**config.mk**
```make
export PLATFORM = sky130hd
export DESIGN_NAME = prio_rr_arb
export DESIGN_NICKNAME = d
export VERILOG_FILES = /design/src/rtl/prio_rr_arb_pkg.sv /design/src/rtl/prio_rr_arb_mask_sel.sv /design/src/rtl/prio_rr_arb.sv
export SDC_FILE = /design/constraint.sdc
export NUM_CORES = 1
export LEC_CHECK = 0
export BUFFER_PORTS_ARGS = -buffer_cell sky130_fd_sc_hd__buf_2
export CAP_MARGIN = 20
export CORE_MARGIN = 3
export CORE_UTILIZATION = 35
export DETAILED_ROUTE_END_ITERATION = 16
export GPL_ROUTABILITY_DRIVEN = 1
export GPL_TIMING_DRIVEN = 0
export PLACE_DENSITY_LB_ADDON = 0.2
export SETUP_SLACK_MARGIN = 0.05
export SLEW_MARGIN = 25
export SYNTH_ARGS = -nofsm -noshare
export SYNTH_HDL_FRONTEND = slang
export SYNTH_HIERARCHICAL = 1
export SYNTH_SLANG_ARGS = --single-unit
```
**constraint.sdc**
```tcl
create_clock -name clk -period 1.76 [get_ports clk]
set_clock_uncertainty 0.1 [all_clocks]
set_input_delay 0.352 -clock clk [delete_from_list [all_inputs] [get_ports clk]]
set_output_delay 0.352 -clock clk [all_outputs]
set_load 0.1 [all_outputs]
```
**src/rtl/prio_rr_arb_pkg.sv**
```systemverilog
// Shared types and helpers for the round-robin grant arbiter.
// Holds the FSM state type, the one-hot decoder and the hold-counter width rule.
package prio_rr_arb_pkg;

    typedef enum logic [0:0] {
        IDLE = 1'b0,
        BUSY = 1'b1
    } state_t;

    localparam int unsigned MAX_CODE_W = 8;
    localparam int unsigned ONEHOT_W   = 2 ** MAX_CODE_W;

    function automatic logic [ONEHOT_W-1:0] onehot(input logic [MAX_CODE_W-1:0] code);
        logic [ONEHOT_W-1:0] vec;
        vec       = '0;
        vec[code] = 1'b1;
        return vec;
    endfunction

    // Counter is at least 8 bits wide so small MAX_HOLD values share one layout.
    function automatic int unsigned hold_cnt_width(input int unsigned max_hold);
        int unsigned w;
        w = $clog2(max_hold);
        return (w > 8) ? w : 8;
    endfunction

endpackage

```
**src/rtl/prio_rr_arb_mask_sel.sv**
```systemverilog
// Round-robin winner select: lowest eligible index above ptr, else lowest eligible overall.
// Bits set in excl are removed from the eligible set before searching.
module rr_mask_sel #(
    parameter int unsigned CODE_WIDTH = 2
) (
    input  logic [2**CODE_WIDTH-1:0] req,
    input  logic [CODE_WIDTH-1:0]    ptr,
    input  logic [2**CODE_WIDTH-1:0] excl,
    output logic                     any,
    output logic [CODE_WIDTH-1:0]    win_code
);
    localparam int unsigned N = 2 ** CODE_WIDTH;

    logic [N-1:0] eligible;
    logic [N-1:0] upper;
    logic         found;

    always_comb begin
        eligible = req & ~excl;
        upper    = '0;
        for (int unsigned i = 0; i < N; i++) begin
            upper[i] = eligible[i] && (CODE_WIDTH'(i) > ptr);
        end

        any      = |eligible;
        win_code = '0;
        found    = 1'b0;
        for (int unsigned i = 0; i < N; i++) begin
            if (upper[i] && !found) begin
                win_code = CODE_WIDTH'(i);
                found    = 1'b1;
            end
        end
        for (int unsigned i = 0; i < N; i++) begin
            if (eligible[i] && !found) begin
                win_code = CODE_WIDTH'(i);
                found    = 1'b1;
            end
        end
    end

endmodule

```
**src/rtl/prio_rr_arb.sv**
```systemverilog
// Round-robin arbiter with registered one-hot grant held until release.
// Optional forced release after MAX_HOLD cycles: define PRIO_RR_ARB_TIMEOUT_EN.
module prio_rr_arb
    import prio_rr_arb_pkg::*;
#(
    parameter int unsigned CODE_WIDTH = 2,
    parameter int unsigned MAX_HOLD   = 16
) (
    input  logic                     clk,
    input  logic                     rst_n,
    input  logic [2**CODE_WIDTH-1:0] req,
    input  logic                     done,
    output logic [2**CODE_WIDTH-1:0] grant,
    output logic                     grant_valid,
    output logic [CODE_WIDTH-1:0]    grant_code,
    output logic                     timeout
);
    localparam int unsigned N          = 2 ** CODE_WIDTH;
    localparam int unsigned HOLD_CNT_W = hold_cnt_width(MAX_HOLD);

    state_t                state;
    logic [CODE_WIDTH-1:0] ptr;
    logic                  any;
    logic [CODE_WIDTH-1:0] win_code;
    logic [ONEHOT_W-1:0]   win_full;
    logic [N-1:0]          win_onehot;
    logic                  released;
    logic                  forced;
    logic                  rearb;

    // Outside BUSY grant is zero, so excluding grant only affects a releasing holder.
    rr_mask_sel #(
        .CODE_WIDTH(CODE_WIDTH)
    ) u_sel (
        .req      (req),
        .ptr      (ptr),
        .excl     (grant),
        .any      (any),
        .win_code (win_code)
    );

    always_comb begin
        win_full   = onehot(MAX_CODE_W'(win_code));
        win_onehot = win_full[N-1:0];
    end

`ifdef PRIO_RR_ARB_TIMEOUT_EN
    logic [HOLD_CNT_W-1:0] hold_cnt;

    always_comb begin
        released = (state == BUSY) && (done || !req[grant_code]);
        forced   = (state == BUSY) && !released && (hold_cnt == HOLD_CNT_W'(MAX_HOLD - 1));
    end

    always_ff @(posedge clk or negedge rst_n) begin
        if (!rst_n) begin
            hold_cnt <= '0;
            timeout  <= 1'b0;
        end else begin
            timeout <= forced;
            if (rearb && any) begin
                hold_cnt <= '0;
            end else if (state == BUSY) begin
                hold_cnt <= hold_cnt + 1'b1;
            end
        end
    end
`else
    logic [31:0] unused_max_hold;

    assign unused_max_hold = 32'(MAX_HOLD + HOLD_CNT_W);
    assign timeout         = 1'b0;

    always_comb begin
        released = (state == BUSY) && (done || !req[grant_code]);
        forced   = 1'b0;
    end
`endif

    assign rearb       = (state == IDLE) || released || forced;
    assign grant_valid = |grant;

    always_ff @(posedge clk or negedge rst_n) begin
        if (!rst_n) begin
            state      <= IDLE;
            grant      <= '0;
            grant_code <= '0;
            ptr        <= '1;
        end else if (rearb) begin
            if (any) begin
                state      <= BUSY;
                grant      <= win_onehot;
                grant_code <= win_code;
                ptr        <= win_code;
            end else begin
                state      <= IDLE;
                grant      <= '0;
                grant_code <= '0;
            end
        end
    end

endmodule

```
Yosys cells after proc, flatten, opt, wreduce, memory -nomap -nowiden:

Cells that the tools add are included.

* magnitude comparators: 7
* multiplexer cells: 21
* bitwise logic cells: 3
* reductions and logical operators: 26

Operator list (count)
* $mux 2: 7
* $logic_and 1x1->1: 13
* $mux 1: 11
* $lt 2x9->1 const B: 1
* $logic_not 1->1: 8
* $reduce_or 4->1: 2
* $and 4x4->4: 1
* $gt 1x2->1 const A: 2
* $gt 2x2->1 const A: 2
* $mux 4: 1
* $not 4->4: 1
* $lt 2x3->1 const B: 1
* $bmux 1 s2: 1
* $demux 1 s2: 1
* $ge 2x1->1 const B: 1
* $logic_or 1x1->1: 2
* $reduce_and 2->1: 1
* $not 1->1: 1

* bits in registers: 9
* logic and storage cells: 61

Logic depth before layout (Yosys ltp):

Gate-level depths: netlist of run 1.

* word-level depth: 30
* gate-level depth with buffers: 7

Modules after synthesis:

Netlist of run 1, hierarchy kept.

By module, submodules not included
* prio_rr_arb: times used 1, cells each 34, area an instance 451.7 µm², sequential area each 227.7 µm²
* rr_mask_sel: times used 1, cells each 18, area an instance 123.9 µm², sequential area each 0.0 µm²

Least setup slack after synthesis of run 1:

OpenSTA, ideal clock, no wires.

* path type: register to output
* start point: reg grant[0]
* end point: out grant_valid
* data arrival time: 1.830 ns
* required time: 1.308 ns
* path slack: -0.522 ns
* cell stages (with the launch flop): 2
* buffers on the path: 0
* path through: dfrtp_1 or4_1

* word-level cells in the longest chain between the ends: 1

Ends and longest elaborated chain
* start: declaration: line prio_rr_arb.sv:13 `output logic [2**CODE_WIDTH-1:0] grant,`
* start signal: assignment: line prio_rr_arb.sv:92 `grant <= win_onehot;`
* $reduce_or 4->1: line prio_rr_arb.sv:81 `assign grant_valid = |grant;`
* end: declaration: line prio_rr_arb.sv:14 `output logic grant_valid,`

No other way between the ends.

Final worst setup path of run 1:

* start point: reg grant[1]
* end point: out grant_valid

Same word-level chain as after synthesis.

==> metrics.txt, run 1 <==
worst-case reg-to-reg path depth 7; layout net count just over 80; maxcap violations 0; top sig layer met4; Synth top area share 0.3043; Post-Route WL between 1000 and 1500 um; number of buffers created by CTS 3; Mapped Nets between 50 and 60; Met1 Wirelength between 600 and 700 um; layout cells sized above 1 0.7200; number of diodes 0; R2R Setup Slk -0.13 ns; total track usage 0.1563; slowest stage delay, CP between 0.5 and 0.6 ns; dpl hpwl 1006 um; routed wl met3 roughly 91 um; outcome finished, violations left; initial antenna violation count 0; RSZ-0062 raised after global routing true; Crit Path Category register to output pin; Critical Path Fanout Max 2; slowest stage cell, crit path or4_4; final count of negative-setup-slack endpoints 5; Cell Area, Synth 575.6 um^2; Worst EP required 1.31 ns; mean post-synth cell area roughly 11 um^2; CTS tree built; row count 14; most common cell after layout, fill and taps aside buf_2; final setup margin -0.1720 ns; YS warnings 6; area of the core roughly 1500 um^2; Die W about 47 um; wire length per cell 15.80 um; commonest non-fill, non-tap cells in the layout buf_2, buf_4, dfrtp_4, mux2_4, clkbuf_4; Hold/Removal Path Class input pin to async pin; synth top area cells dfrtp_1, dfstp_2, mux2_2; DR DRC count 0; number of fill cells roughly 140; DR pass1 iterations 4; RePlAce Congestion about 0.73; vias in the first global route just over 500; port bufs 13; Clock Latency Late Sink ~0.26 ns; final period utilization 1.098; DRT iter0 DRCs 11; clock sink count 9; largest area contributor in the netlist dfrtp_1; fin crit period 1.932 ns; reg2reg end grant[2]$_DFFE_PN0P_; Netlist cell types 32; vias per inst about 5.6; Syn Inst Count 52; # H-tree levels 1; Seq cells post-synth 9; via count approximately 510; Placed Area approximately 700 um^2; failing checks negative setup slack; Critical Path, Cell by Cell or4_4 -> buf_12; CTS Root Cell clkbuf_4; final instance area 845.8 um^2; met2 routed WL roughly 740 um; Die Span Y 46.55 um; first-pass GRT wire length between 2000 and 2500 um; Ports 15; sequential area share after synthesis 0.3957; Worst setup SP type register; largest net degree at the start of global routing 10; Worst setup EP type output pin; die area ~2200 um^2; Final Hold Viols 0; Routed Antenna Nets 0; clk buf depth 2; Initial Util 0.3777; CP Data Arrival Time about 1.5 ns; clock transition at the registers of the reported paths 0.06 ns; max frequency 517.6 MHz; Pins Over Slew Limit 0; Reg2Reg Launch Point grant[1]$_DFFE_PN0P_; grt ovf 0; P&R area growth vs syn 46.96%
[stage by stage]
| stage | hold WS, ns | instances | TNS (ns) | setup WS, ns | utilization |
|---|---|---|---|---|---|
| 2_1_floorplan | -0.04359 | 52 | -0.4047 | -0.1118 | - |
| 4_1_cts | 0.3737 | 88 | -0.2243 | -0.1937 | 0.5131 |
| 3_5_place_dp | 0.1226 | 81 | -0.09808 | -0.03859 | 0.4589 |
| 5_1_grt | 0.3786 | 91 | -0.7232 | -0.1977 | 0.5550 |
| 3_3_place_gp | 0.1194 | 81 | -0.1115 | -0.05467 | 0.4589 |
| 6_report | 0.3687 | 91 | -0.4929 | -0.1720 | 0.5550 |
[how the worst max path moves through the flow]
stage	depth (start not counted)	start	endpoint
final	2	grant[1]$_DFFE_PN0P_	grant_valid
after global routing	2	grant[1]$_DFFE_PN0P_	grant_valid
after CTS	2	grant[2]$_DFFE_PN0P_	grant_valid
after detailed placement	5	grant[2]$_DFFE_PN0P_	grant[0]$_DFFE_PN0P_
after global placement	5	grant[2]$_DFFE_PN0P_	grant[0]$_DFFE_PN0P_
after floorplan	6	grant[1]$_DFFE_PN0P_	grant[2]$_DFFE_PN0P_
[flip-flops by register name (all words and copies together), names as in the netlist]
signal and cells:
state 1, ptr 2, grant 4, grant_code 2
[kinds of logic (layout without fill, tap and decap cells)]
kind of cell	after synthesis	count (layout)	synth area share
multiplexers	7	7	0.1457
other	1	1	0.006515
AO/OA/AOI/OAI	12	12	0.1913
flip-flops	9	9	0.3957
AND/OR/NAND/NOR	20	20	0.2348
buffers and inverters	3	26	0.02610
[worst max-delay path: cells and delay by family, from the launching register on]
| kind | cells | cell delay (ns) |
|---|---|---|
| AND/OR/NAND/NOR | 1 | 0.56 |
| buffers and inverters | 1 | 0.18 |
| flip-flops | 1 | 0.48 |
[cell type report]
cell class                      instances  area (um^2)  area share
Buffer                                  1        7.507    0.008876
Clock buffer                            4        26.28     0.03107
Inverter                                2        7.507    0.008876
Multi-Input combinational cell         40        406.6      0.4808
Sequential cell                         9        247.7      0.2929
Tap cell                               16        20.02     0.02367
Timing Repair Buffer                   19        130.1      0.1538
[metal layers]
layer  vias to the layer above  GRT usage
met5                         -          0
met3                         2    0.02344
met2                        22     0.2473
met1                       248     0.2080
li1                        235          -
met4                         0    0.06818
[repair_timing]
| item | CTS | global route |
|---|---|---|
| hold buffers | 1 | 0 |
| hold endpoints to repair | 7 | 0 |
| pin swaps | 4 | 5 |
| setup buffers | 2 | 3 |
| setup endpoints to repair | 6 | 5 |
| gates resized for setup | 8 | 10 |
[synth_stat cells]
master,n
a21oi_1,2
inv_1,2
nand3_1,1
nor2_1,3
dfrtp_1,7
or3b_4,1
o221ai_2,1
or2_2,1
o21ai_0,1
o22ai_4,1
mux2_1,1
buf_4,1
or4_1,1
o32ai_1,1
dfstp_2,2
nand2_1,3
mux2i_2,2
mux2_2,4
o211ai_1,1
and3_1,2
o211ai_2,1
nand3b_1,1
o21ai_1,1
nor2b_2,1
nor3b_1,1
conb_1,1
nand2b_4,2
nor2b_1,1
o22a_1,1
nand2b_1,1
o2bb2ai_1,2
nor2_2,1
Power of run 1 is left out: the tool's default activity adds up to more than one toggle a clock period on the data nets, which glitch-free logic cannot reach.
==> run 2, diff against run 1 <==
Settings changed: CELL_PAD_IN_SITES_DETAIL_PLACEMENT set to 1, CELL_PAD_IN_SITES_GLOBAL_PLACEMENT set to 1.
==> run 2 against run 1 <==
  * The run still ends with negative setup slack left
  * Global-route usage increased by 2.9 points
  * Via count increased by 7.7%
  * First-iteration DRC count decreased by 55%
  * Cell area increased by 21%
  * Critical path depth unchanged
  * Setup slack got worse by 0.041 ns
  * Routed wire length increased by 38%
  * Hold slack got worse by 0.013 ns
  * Core utilization increased by 12 points
  * Critical path type unchanged
  * Critical endpoint unchanged
  * Highest routed layer unchanged
==> metrics.txt, run 2 (synthesis results as in run 1) <==
outcome finished, violations left (unchanged); failing checks negative setup slack (unchanged); RSZ-0062 raised after global routing true (unchanged); most flop-heavy register grant (unchanged); vias per inst 5.460 (was 5.571); DR pass1 iterations 4 (unchanged); Worst Setup SP grant[2]$_DFFE_PN0P_ (was grant[1]$_DFFE_PN0P_); grt ovf 0 (unchanged); Hold/Removal Path Class input pin to async pin (unchanged); total track usage 0.1853 (was 0.1563); # H-tree levels 1 (unchanged); number of diodes 0 (unchanged); Clock Latency Late Sink 0.28 ns (was 0.26 ns); grt met3 use 0.03516 (was 0.02344); Critical Path Fanout Max 3 (was 2); final setup margin -0.2127 ns (was -0.1720 ns); Die Span Y 46.55 um (unchanged); met1 usage 0.2019 (was 0.2080); max frequency 506.9 MHz (was 517.6 MHz); Regs by FF count grant (4), grant_code (2), ptr (2) (unchanged); CTS tree built (unchanged); commonest non-fill, non-tap cells in the layout buf_4, buf_2, dfrtp_4, buf_6 (was buf_2, buf_4, dfrtp_4, mux2_4, clkbuf_4); Worst EP required 1.31 ns (about the same); die area 2167 um^2 (unchanged); Final Hold Viols 0 (unchanged); Worst setup SP type register (unchanged); dpl hpwl 1027 um (was 1006 um); row count 14 (unchanged); CTS Root Cell clkbuf_4 (unchanged); number of fill cells 152 (was 135); area of the core 1524 um^2 (unchanged); Routed Antenna Nets 0 (unchanged); number of buffers created by CTS 3 (unchanged); Pins Over Slew Limit 0 (unchanged); layout net count 92 (was 83); via count 546 (was 507); final period utilization 1.121 (was 1.098); initial antenna violation count 0 (unchanged); P&R area growth vs syn 78.48% (was 46.96%); GR peak layer met2 (unchanged); R2R Setup Slk -0.21 ns (was -0.13 ns); Post-Route WL 1989 um (was 1438 um); clk buf depth 2 (unchanged); fin crit period 1.973 ns (was 1.932 ns); Reg2Reg Launch Point grant[2]$_DFFE_PN0P_ (was grant[1]$_DFFE_PN0P_); Die W 46.55 um (unchanged); Ports 15 (unchanged); Largest register FFs 4 (unchanged); DRT iter0 DRCs 5 (was 11); maxcap violations 0 (unchanged); vias in the first global route 599 (was 503); RePlAce Congestion 0.7277 (was 0.7317); final count of negative-setup-slack endpoints 5 (unchanged); first-pass GRT wire length 2718 um (was 2332 um); Worst setup EP type output pin (unchanged); area of the multi-input gates 501.7 um^2 (was 406.6 um^2); worst-case reg-to-reg path depth 7 (unchanged); Crit Path Category register to output pin (unchanged); largest net degree at the start of global routing 10 (unchanged); wire length per cell 19.89 um (was 15.80 um); reg2reg end grant[3]$_DFFE_PN0P_ (was grant[2]$_DFFE_PN0P_); DR DRC count 0 (unchanged); Min Hold Slack 0.3558 ns (was 0.3687 ns); Seq. cell area 247.7 um^2 (unchanged); clock transition at the registers of the reported paths 0.08 ns (was 0.06 ns); Initial Util 0.3777 (unchanged); port bufs 13 (unchanged); met2 GRT Util 0.3297 (was 0.2473); CP Data Arrival Time 1.52 ns (was 1.48 ns); clock sink count 9 (unchanged); layout cells sized above 1 0.8452 (was 0.7200)
[run 2: cell count changes in the layout (fill, tap and decap cells not counted), sizes merged]
| cell | change |
|---|---|
| buf | +9 |
[run 2: how the worst max path moves through the flow]
stage / endpoint
after global routing: grant[3]$_DFFE_PN0P_
final: grant_valid
after detailed placement: grant[0]$_DFFE_PN0P_
after floorplan: grant[2]$_DFFE_PN0P_
after CTS: grant_valid
after global placement: grant[0]$_DFFE_PN0P_
[run 2: routing by layer]
metal | up-vias | routed length, um | share of wire
met1 | 273 | 797 | 0.40
met3 | 4 | 64 | 0.032
met5 | - | 0 | 0
met4 | 0 | 31 | 0.016
met2 | 15 | 1096 | 0.55
li1 | 254 | - | -
[run 2: layout make-up]
cell class	count	area share
buffer	1	0.007308
clock buffer	4	0.02558
timing repair buffer	28	0.2107
multi-input combinational	40	0.4884
inverter	2	0.007308
sequential	9	0.2412
tap	16	0.01949
[run 2: metrics by stage]
step	std cells	instance area, um^2	util	setup TNS [ns]	setup WS [ns]
2_1_floorplan	52	614.3	-	-0.4047	-0.1118
3_3_place_gp	81	699.4	0.4589	-0.2242	-0.08979
3_5_place_dp	81	699.4	0.4589	-0.2308	-0.09352
4_1_cts	95	845.8	0.5550	-0.4205	-0.1879
5_1_grt	100	1027	0.6741	-1.374	-0.2964
6_report	100	1027	0.6741	-0.9258	-0.2127
[run 2: worst max-delay path: stages (launching register included)]
cell and delay [ns]:
dfrtp_4 0.50, or4_4 0.56, buf_12 0.18
[run 2: repair_timing]
action | 4_1_cts | 5_1_grt
hold buffers | 1 | 0
setup endpoints to repair | 7 | 10
endpoints found under the hold margin | 7 | 0
buffers inserted | 9 | 5
resized for setup | 10 | 29
pin swaps | 6 | 5
Power of run 2 is left out for the same reason.
